--- src/rtl/life_pkg.sv ---
// Shared types and defaults for the Game of Life sequencer.
package life_pkg;

  typedef enum logic [1:0] {
    SEED   = 2'd0,
    RUN    = 2'd1,
    PAUSED = 2'd2
  } life_state_t;

  localparam int unsigned GEN_W_DEFAULT = 16;

endpackage

--- src/rtl/button_conditioner.sv ---
// Synchronizes and debounces a raw button, emitting a one-cycle pulse on each accepted press.
module button_conditioner #(
  parameter int unsigned debounce_cycles = 1000
) (
  input  logic clk,
  input  logic rst,
  input  logic btn,
  output logic press
);

  localparam int unsigned CNT_W = (debounce_cycles > 1) ? $clog2(debounce_cycles) : 1;
  localparam logic [CNT_W-1:0] CNT_LAST = CNT_W'(debounce_cycles - 1);

  logic             sync_q1;
  logic             sync_q2;
  logic             stable;
  logic [CNT_W-1:0] cnt;

  // The accepted level only follows the synchronized input after it has differed for the full window.
  always_ff @(posedge clk or posedge rst) begin
    if (rst) begin
      sync_q1 <= 1'b0;
      sync_q2 <= 1'b0;
      stable  <= 1'b0;
      cnt     <= '0;
      press   <= 1'b0;
    end else begin
      sync_q1 <= btn;
      sync_q2 <= sync_q1;
      press   <= 1'b0;
      if (sync_q2 == stable) begin
        cnt <= '0;
      end else if (cnt == CNT_LAST) begin
        cnt    <= '0;
        stable <= sync_q2;
        press  <= sync_q2;
      end else begin
        cnt <= cnt + CNT_W'(1);
      end
    end
  end

endmodule

--- src/rtl/life_controller.sv ---
// Sequencer deciding when the cell array loads its seed and when it advances a generation.
module life_controller #(
  parameter int unsigned game_divider    = 1,
  parameter int unsigned debounce_cycles = 1000,
  parameter int unsigned frame_sync      = 1,
  parameter int unsigned GEN_W           = life_pkg::GEN_W_DEFAULT
) (
  input  logic             clk,
  input  logic             rst,
  input  logic             btn_run,
  input  logic             btn_step,
  input  logic             frame_done,
  output logic             load_seed,
  output logic             step_game,
  output logic             running,
  output logic [GEN_W-1:0] generation,
  output logic             overrun
);

  import life_pkg::*;

  localparam int unsigned DIV_W = (game_divider > 1) ? $clog2(game_divider) : 1;
  localparam logic [DIV_W-1:0] DIV_LAST = DIV_W'(game_divider - 1);
  localparam bit SYNC = (frame_sync != 0);

  life_state_t      state;
  logic [DIV_W-1:0] div_cnt;
  logic             pending;
  logic             run_press;
  logic             step_press;
  logic             tick_c;
  logic             issue_c;

  button_conditioner #(.debounce_cycles(debounce_cycles)) u_run_btn (
    .clk   (clk),
    .rst   (rst),
    .btn   (btn_run),
    .press (run_press)
  );

  button_conditioner #(.debounce_cycles(debounce_cycles)) u_step_btn (
    .clk   (clk),
    .rst   (rst),
    .btn   (btn_step),
    .press (step_press)
  );

  assign tick_c = (div_cnt == DIV_LAST);

  // A run press cancels any step due on the same edge; a step press only counts while paused.
  always_comb begin
    issue_c = 1'b0;
    if (!run_press) begin
      case (state)
        RUN:     issue_c = SYNC ? ((pending || tick_c) && frame_done) : tick_c;
        PAUSED:  issue_c = SYNC ? ((pending || step_press) && frame_done) : step_press;
        default: issue_c = 1'b0;
      endcase
    end
  end

  always_ff @(posedge clk or posedge rst) begin
    if (rst) begin
      state      <= SEED;
      div_cnt    <= '0;
      pending    <= 1'b0;
      load_seed  <= 1'b0;
      step_game  <= 1'b0;
      running    <= 1'b0;
      generation <= '0;
      overrun    <= 1'b0;
    end else begin
      load_seed <= 1'b0;
      step_game <= issue_c;
      if (issue_c) begin
        generation <= generation + GEN_W'(1);
        pending    <= 1'b0;
      end
      case (state)
        SEED: begin
          load_seed <= 1'b1;
          running   <= 1'b1;
          state     <= RUN;
        end
        RUN: begin
          if (run_press) begin
            state   <= PAUSED;
            running <= 1'b0;
            div_cnt <= '0;
            pending <= 1'b0;
          end else begin
            div_cnt <= tick_c ? '0 : div_cnt + DIV_W'(1);
            if (SYNC && tick_c) begin
              if (pending) overrun <= 1'b1;
              if (!issue_c) pending <= 1'b1;
            end
          end
        end
        PAUSED: begin
          if (run_press) begin
            state   <= RUN;
            running <= 1'b1;
            div_cnt <= '0;
            pending <= 1'b0;
          end else if (SYNC && step_press && !issue_c) begin
            pending <= 1'b1;
          end
        end
        default: begin
          state   <= SEED;
          running <= 1'b0;
        end
      endcase
    end
  end

endmodule

--- config.mk ---
export PLATFORM = sky130hd
export DESIGN_NAME = life_controller
export DESIGN_NICKNAME = d
export VERILOG_FILES = /design/src/rtl/life_pkg.sv /design/src/rtl/button_conditioner.sv /design/src/rtl/life_controller.sv
export SDC_FILE = /design/constraint.sdc
export NUM_CORES = 1
export LEC_CHECK = 0
export BUFFER_PORTS_ARGS = -buffer_cell sky130_fd_sc_hd__buf_2
export CORE_ASPECT_RATIO = 1.2
export CORE_MARGIN = 2
export CORE_UTILIZATION = 49
export CTS_BUF_LIST = sky130_fd_sc_hd__clkbuf_4 sky130_fd_sc_hd__clkbuf_8
export DETAILED_ROUTE_END_ITERATION = 8
export HOLD_SLACK_MARGIN = 0.12
export MAX_ROUTING_LAYER = met4
export PLACE_DENSITY = 0.68
export REMOVE_ABC_BUFFERS = 1
export SLEW_MARGIN = 20
export SYNTH_ARGS = -nofsm -noshare
export SYNTH_HDL_FRONTEND = slang
export SYNTH_SLANG_ARGS = --single-unit
--- constraint.sdc ---
create_clock -name clk -period 5.3 [get_ports clk]
set_input_delay 0.53 -clock clk [delete_from_list [all_inputs] [get_ports clk]]
set_output_delay 0.53 -clock clk [all_outputs]
set_load 0.05 [all_outputs]
==> summary.md, run 1 <==
| Metric | Value |
|---|---|
| Core area | `4594 sq um` |
| RSZ-0062 raised after global routing | `false` |
| Min Tclk post-route | `1904 ps` |
| Wire per inst | `13.31 microns` |
| Area Overhead vs Synth | `11.91%` |
| Final core utilization | `57.08%` |
| Cell Pwr Density | `328.1 nW/um^2` |
| Fin. Hold Viols | `0` |
| Max cap viols | `0` |
| Num Clock Sinks | `51` |
| GR Overflow Total | `0` |
| Clock latency on the worst-skew pair | `300 ps` |
| Synth Area in Adders | `3.737%` |
| Initial antenna violation count | `0` |
| Hold Buf Count CTS | `0` |
| Post-Syn Area | `2343 sq um` |
| Peak supply drop | `156.5 uV` |
| Syn. warnings | `0` |
| Setup Fix Bufs, Post-CTS | `0` |
| Status | `completed` |
| Final setup fails | `0` |
| Synth Area in Simple Gates | `18.58%` |
| Die area | `5354 sq um` |
| Die height | `79.76 microns` |
| Max Clock Skew | `5.808 ps` |
| Hold Path Class | `input pin to register` |
| Slew @ Worst Pin | `849.1 ps` |
| Vias in the first global route | `1577` |
| Clock tree buffer depth | `2` |
| Fill cells | `426` |
| DR vias/cell | `5.319` |
| Largest stage delay, worst path | `500 ps` |
| First-pass GRT wire length | `7.044 mm` |
| I/O Buffers | `24` |
| CP top delay family | `compound AO/OA/AOI/OAI gates` |
| Die Width | `67.13 microns` |
| CTS Buf Count | `5` |
| CTS Root Cell | `clkbuf_8` |
| Worst Path Arrival | `2100 ps` |
| Worst setup path class | `register to register` |
| CP Launch Type | `register` |
| Placer Congestion | `0.7943` |
| Core Rows | `27` |
| Worst Path Required | `5500 ps` |
| Largest net degree at the start of global routing | `52` |
| Fmax | `525.2 MHz` |
| Slew margin rel. | `43.33%` |
| Main combinational cell family by area after synthesis | `simple AND/OR/NAND/NOR gates` |
| Dpl hpwl | `2.849 mm` |
| DRC viols | `0` |
| Critical path fanouts, max | `6` |
| Synth Register Bits | `51` |
| Pleak | `1.174 nW` |
| Synth cell types | `39` |
| Mapped Cells | `209` |
| Critical Path Sink Type | `register` |
| Clk slew on worst S/H paths | `90 ps` |
| Post-Synth XOR/XNOR Area | `10.46%` |
| Routed wire length | `3.965 mm` |
| DR vias | `1585` |
| N_diodes | `0` |
| Boundary pin count | `25` |
| DRT antenna net count | `0` |
| Slowest-stage cell, CP | `a2111oi_4` |
| Initial Utilization | `51.01%` |
| Drt first pass iters | `4` |
| Avg Cell Area, Syn | `11.21 sq um` |
| CTS tree | `yes` |
| Initial DRC Count | `112` |
| Crit-path cells | `inv_1 -> ha_1 -> nand3b_4 -> a2111oi_4 -> nand4_1 -> xnor2_1` |
| Cts repair resizes | `0` |
| Mux share of post-synthesis cell area | `2.082%` |
| Slew Viols, Final | `0` |
| Synth Area in Compound Gates | `9.557%` |
| Sequential share of the synthesized area | `54.46%` |
| CTS HTree Levels | `2` |
| TNS Setup | `0 ps` |
| Final std cells w/o fill | `298` |
| Crit path buf inv count | `1` |
| Fin nets | `251` |
| # placed instances | `290` |
| GR Util All Layers | `17.55%` |
| Final Cycle Share | `35.93%` |
| Layout cell share with drive strength beyond 1 | `18.75%` |
## routing by layer
layer  part of all wire, %  track usage, %  wire length [microns]  vias up
li1                      -               -                      -      797
met4                   1.6           6.327                     65        0
met1                    45           21.13                   1803      756
met2                    49           28.51                   1949       26
met3                   3.7           4.231                    145        6
met5                     0               -                      0        -
## sequential cells by signal (all words and copies together) (netlist names), 2 cells and up
signal	flops
generation	16
state	2
u_step_btn.cnt	10
u_run_btn.cnt	10
## placed cells by master, fill, tap and decap left out, types with 2 or more instances in the layout
cell and instances:
a21o_1 2, a21oi_1 11, and3_1 3, and4_1 2, buf_2 24, clkbuf_8 5
clkinv_2 2, dfrtp_1 51, ha_1 7, inv_1 5, mux2_2 3, nand2_1 13
nand2b_1 2, nand3_1 13, nand4_1 7, nor2_1 25, nor3_1 8, nor3b_1 3
o21ai_0 3, o221a_2 2, xnor2_1 18, xor2_1 10
## worst paths after layout
path / start / end / slack (ps) / cells past startpoint
setup / recovery: state[0] / generation[15] / 3400 / 6
hold / removal: btn_run / u_run_btn.sync_q1 / 330 / 1
setup reg to reg: state[0] / generation[15] / 3400 / 6
hold reg to reg: u_step_btn.sync_q1 / u_step_btn.sync_q2 / 350 / 0
max in group asynchronous: rst / u_step_btn.cnt[8] / 4420 / 2
min in group asynchronous: rst / u_run_btn.sync_q1 / 370 / 2
## final cells by class
class | instances | area (sq um) | share of cell area [%]
Sequential cell | 51 | 1276 | 48.66
Multi-Input combinational cell | 151 | 1041 | 39.69
Timing Repair Buffer | 24 | 120.1 | 4.580
Clock buffer | 6 | 76.32 | 2.910
Tap cell | 58 | 72.57 | 2.767
Inverter | 6 | 23.77 | 0.9065
Clock inverter | 2 | 12.51 | 0.4771
## stage by stage
stage	total power, mW	cell area [sq um]	hold slack [ps]	setup WS, ps
global route	0.9061	2623	318.8	3207
detailed placement	0.6523	2532	335.5	3378
global placement	0.6495	2532	334.5	3434
finish	0.8604	2623	333.1	3396
CTS	0.8739	2621	318.5	3378
floorplan	0.6041	2340	331.2	3518
## cell usage after synthesis (all sizes together)
master	instances	area [sq um]
dfrtp	51	1276
nor2	25	93.84
xnor2	18	157.7
nand3	14	75.07
nand2	13	48.80
a21oi	11	55.05
xor2	10	87.58
nor3	8	40.04
ha	7	87.58
nand4	7	43.79
inv	6	22.52
and3	4	26.28
mux2	4	48.79
nor3b	3	22.52
o21ai	3	15.01
a211oi	2	20.02
a21o	2	15.01
and4	2	17.52
nand2b	2	12.51
o221a	2	22.52
a2111oi	1	27.53
a221o	1	10.01
a311oi	1	8.760
a31oi	1	6.260
a41o	1	10.01
and2	1	6.260
and3b	1	8.760
clkbuf	1	3.750
nand3b	1	20.02
nor2b	1	6.260
o211ai	1	7.510
o22a	1	8.760
o311ai	1	8.760
o31a	1	8.760
or4b	1	13.76
## power by group
| group | leakage, nW | switching [mW] | internal [mW] | total (mW) |
|---|---|---|---|---|
| Sequential | 0.666 | 0.0400 | 0.420 | 0.460 |
| Combinational | 0.463 | 0.135 | 0.0479 | 0.183 |
| Clock | 0.0446 | 0.120 | 0.0975 | 0.218 |
## cell families (layout without fill, tap and decap cells)
logic type	count (synthesis)	count (layout)
mux	4	4
fa+ha+maj	7	7
compound gates	29	29
buf+inv	7	38
flops	51	51
xor+xnor	28	28
simple gates	83	83
No activity file was read; power rests on OpenSTA's default activity.
==> run 2: changes to the inputs <==
==> constraint.sdc (replaced) <==
create_clock -name clk -period 1.8 [get_ports clk]
set_input_delay 0.18 -clock clk [delete_from_list [all_inputs] [get_ports clk]]
set_output_delay 0.18 -clock clk [all_outputs]
set_load 0.05 [all_outputs]
==> summary.md, run 2 (synthesis gave the netlist of run 1 again) <==
| Metric | Value |
|---|---|
| Fin nets | `264` |
| R2R cell count | `4` |
| Clock Power Share | `25.0%` |
| Largest registers | `generation: 16 flops, u_run_btn.cnt: 10 flops, u_step_btn.cnt: 10 flops` |
| GR Util All Layers | `17.00%` |
| DRC viols | `0` |
| CTS tree | `yes` |
| Initial Utilization | `51.01%` |
| Fin. Hold Viols | `0` |
| Critical Path Sink Type | `register` |
| P_int | `1.680 mW` |
| Peak supply drop | `563.8 uV` |
| N_diodes | `0` |
| Slew @ Worst Pin | `514.7 ps` |
| Hold Path End | `u_step_btn.sync_q2` |
| Combinational fraction of design power | `22.0%` |
| Commonest cells after routing, fill and taps aside | `dfrtp_1 (51), nor2_1 (25), buf_2 (24), xnor2_1 (18)` |
| Vias in the first global route | `1563` |
| R2R setup slack | `80 ps` |
| Status | `completed` |
| First-pass GRT wire length | `6.713 mm` |
| Sequential Power Share | `53.0%` |
| Routed wire length | `3.845 mm` |
| Fmax | `582.5 MHz` |
| Pleak | `1.241 nW` |
| R2r endpoint | `u_step_btn.stable` |
| Wire per inst | `12.36 microns` |
| Clock tree buffer depth | `2` |
| DRT antenna net count | `0` |
| Initial DRC Count | `84` |
| Placed Area | `2597 sq um` |
| Area Overhead vs Synth | `17.83%` |
| Hold Crit Start | `u_step_btn.sync_q1` |
| Num Clock Sinks | `51` |
| Die area | `5354 sq um` |
| Hold Crit Depth | `0` |
| Final Cycle Share | `95.37%` |
| Clock latency on the worst-skew pair | `300 ps` |
| Max Clock Skew | `7.732 ps` |
| CTS Root Cell | `clkbuf_8` |
| Commonest non-fill, non-tap cell in the layout | `dfrtp_1` |
| Sw Share | `34.11%` |
| Hold Path Class | `register to register` |
| CTS Buf Count | `5` |
| Dpl hpwl | `2.851 mm` |
| DR vias/cell | `5.273` |
| Largest net degree at the start of global routing | `29` |
| Cell Pwr Density | `923.4 nW/um^2` |
| Slew margin rel. | `65.64%` |
| Worst Path Required | `1990 ps` |
| GR Overflow Total | `0` |
| Initial antenna violation count | `0` |
| Drt first pass iters | `4` |
| Slowest-stage cell, CP | `or4b_4` |
| CP Launch Type | `register` |
| Clk slew on worst S/H paths | `90 ps` |
| Finished Cell Area | `2761 sq um` |
| Top reg by flops | `generation` |
| Core Rows | `27` |
| DR vias | `1640` |
| I/O Buffers | `24` |
| Max FFs per register | `16` |
| Core area | `4594 sq um` |
| Worst Path Arrival | `1910 ps` |
| Min Tclk post-route | `1717 ps` |
| Layout cell share with drive strength beyond 1 | `22.53%` |
| Die Width | `67.13 microns` |
| Psw | `0.8698 mW` |
| Die height | `79.76 microns` |
| Worst setup path class | `register to register` |
| Reg2Reg Launch Point | `u_step_btn.cnt[0]` |
| Largest stage delay, worst path | `570 ps` |
| Placer Congestion | `0.8037` |
| Crit-path cells | `ha_2 -> nand3_2 -> or4b_4 -> mux2_4` |
| Final setup fails | `0` |
| Boundary pin count | `25` |
| Slew Viols, Final | `0` |
| Critical path fanouts, max | `5` |
| Hold slack | `352.5 ps` |
| CTS HTree Levels | `2` |
| Max cap viols | `0` |
[run 2: changes by cell type in the layout (fill, tap and decap cells not counted), sizes merged]
cell,delta
buf,+10
clkinv,-1
dlygate4sd3,+3
inv,+1
[run 2: power by group through the flow]
stage | Sequential (mW) | Clock, mW | Combinational [mW]
detailed placement | 1.37 | 0 | 0.553
global placement | 1.37 | 0 | 0.546
global route | 1.37 | 0.725 | 0.601
finish | 1.35 | 0.638 | 0.560
CTS | 1.35 | 0.671 | 0.566
floorplan | 1.61 | 0 | 0.168
[run 2: area by class of cell]
cell class | instances | area [sq um]
clock buffer | 6 | 76.32
sequential | 51 | 1276
multi-input combinational | 151 | 1064
fill | 407 | 1833
tap | 58 | 72.57
timing repair buffer | 37 | 237.7
clock inverter | 2 | 12.51
inverter | 6 | 22.52
[run 2: critical path: cells and delay by family, from the launching register on]
kind	cells	cell delay [ps]
and+or+nand+nor	2	690
adders and majority gates	1	220
muxes	1	310
DFF	1	400
[run 2: what timing repair did]
item,in CTS,in global routing
buffers inserted,2,1
hold buffers,3,0
resized for setup,0,3
pin swaps,1,0
hold endpoints to repair,25,0
setup endpoints to repair,3,6
[run 2: worst max-delay path by stage]
stage / slack (ps) / endpoint / from
6_report: 80 / u_step_btn.stable / u_step_btn.cnt[0]
5_1_grt: -10 / generation[15] / state[1]
4_1_cts: 50 / generation[8] / state[1]
3_5_place_dp: -40 / generation[15] / state[1]
3_3_place_gp: 20 / generation[15] / state[1]
2_1_floorplan: 20 / generation[15] / state[0]
[run 2: per-layer routing]
metal / vias up / track usage, % / share of wire, %
met5: - / - / 0
met4: 0 / 6.122 / 1.5
met3: 5 / 4.231 / 3.6
met2: 31 / 27.92 / 48
met1: 780 / 20.09 / 47
li1: 824 / - / -
[run 2: metrics by stage]
stage                     TNS (ps)  setup slack (ps)  util, %  total power, mW  cells
after floorplan                  0             18.15        -            1.779    208
after global placement           0             20.79    56.54            1.917    297
after detailed placement    -49.16            -38.79    56.54            1.927    297
after CTS                        0             49.04    59.45            2.588    310
after global routing        -9.518            -9.518    60.10            2.695    311
final                            0             83.26    60.10            2.550    311
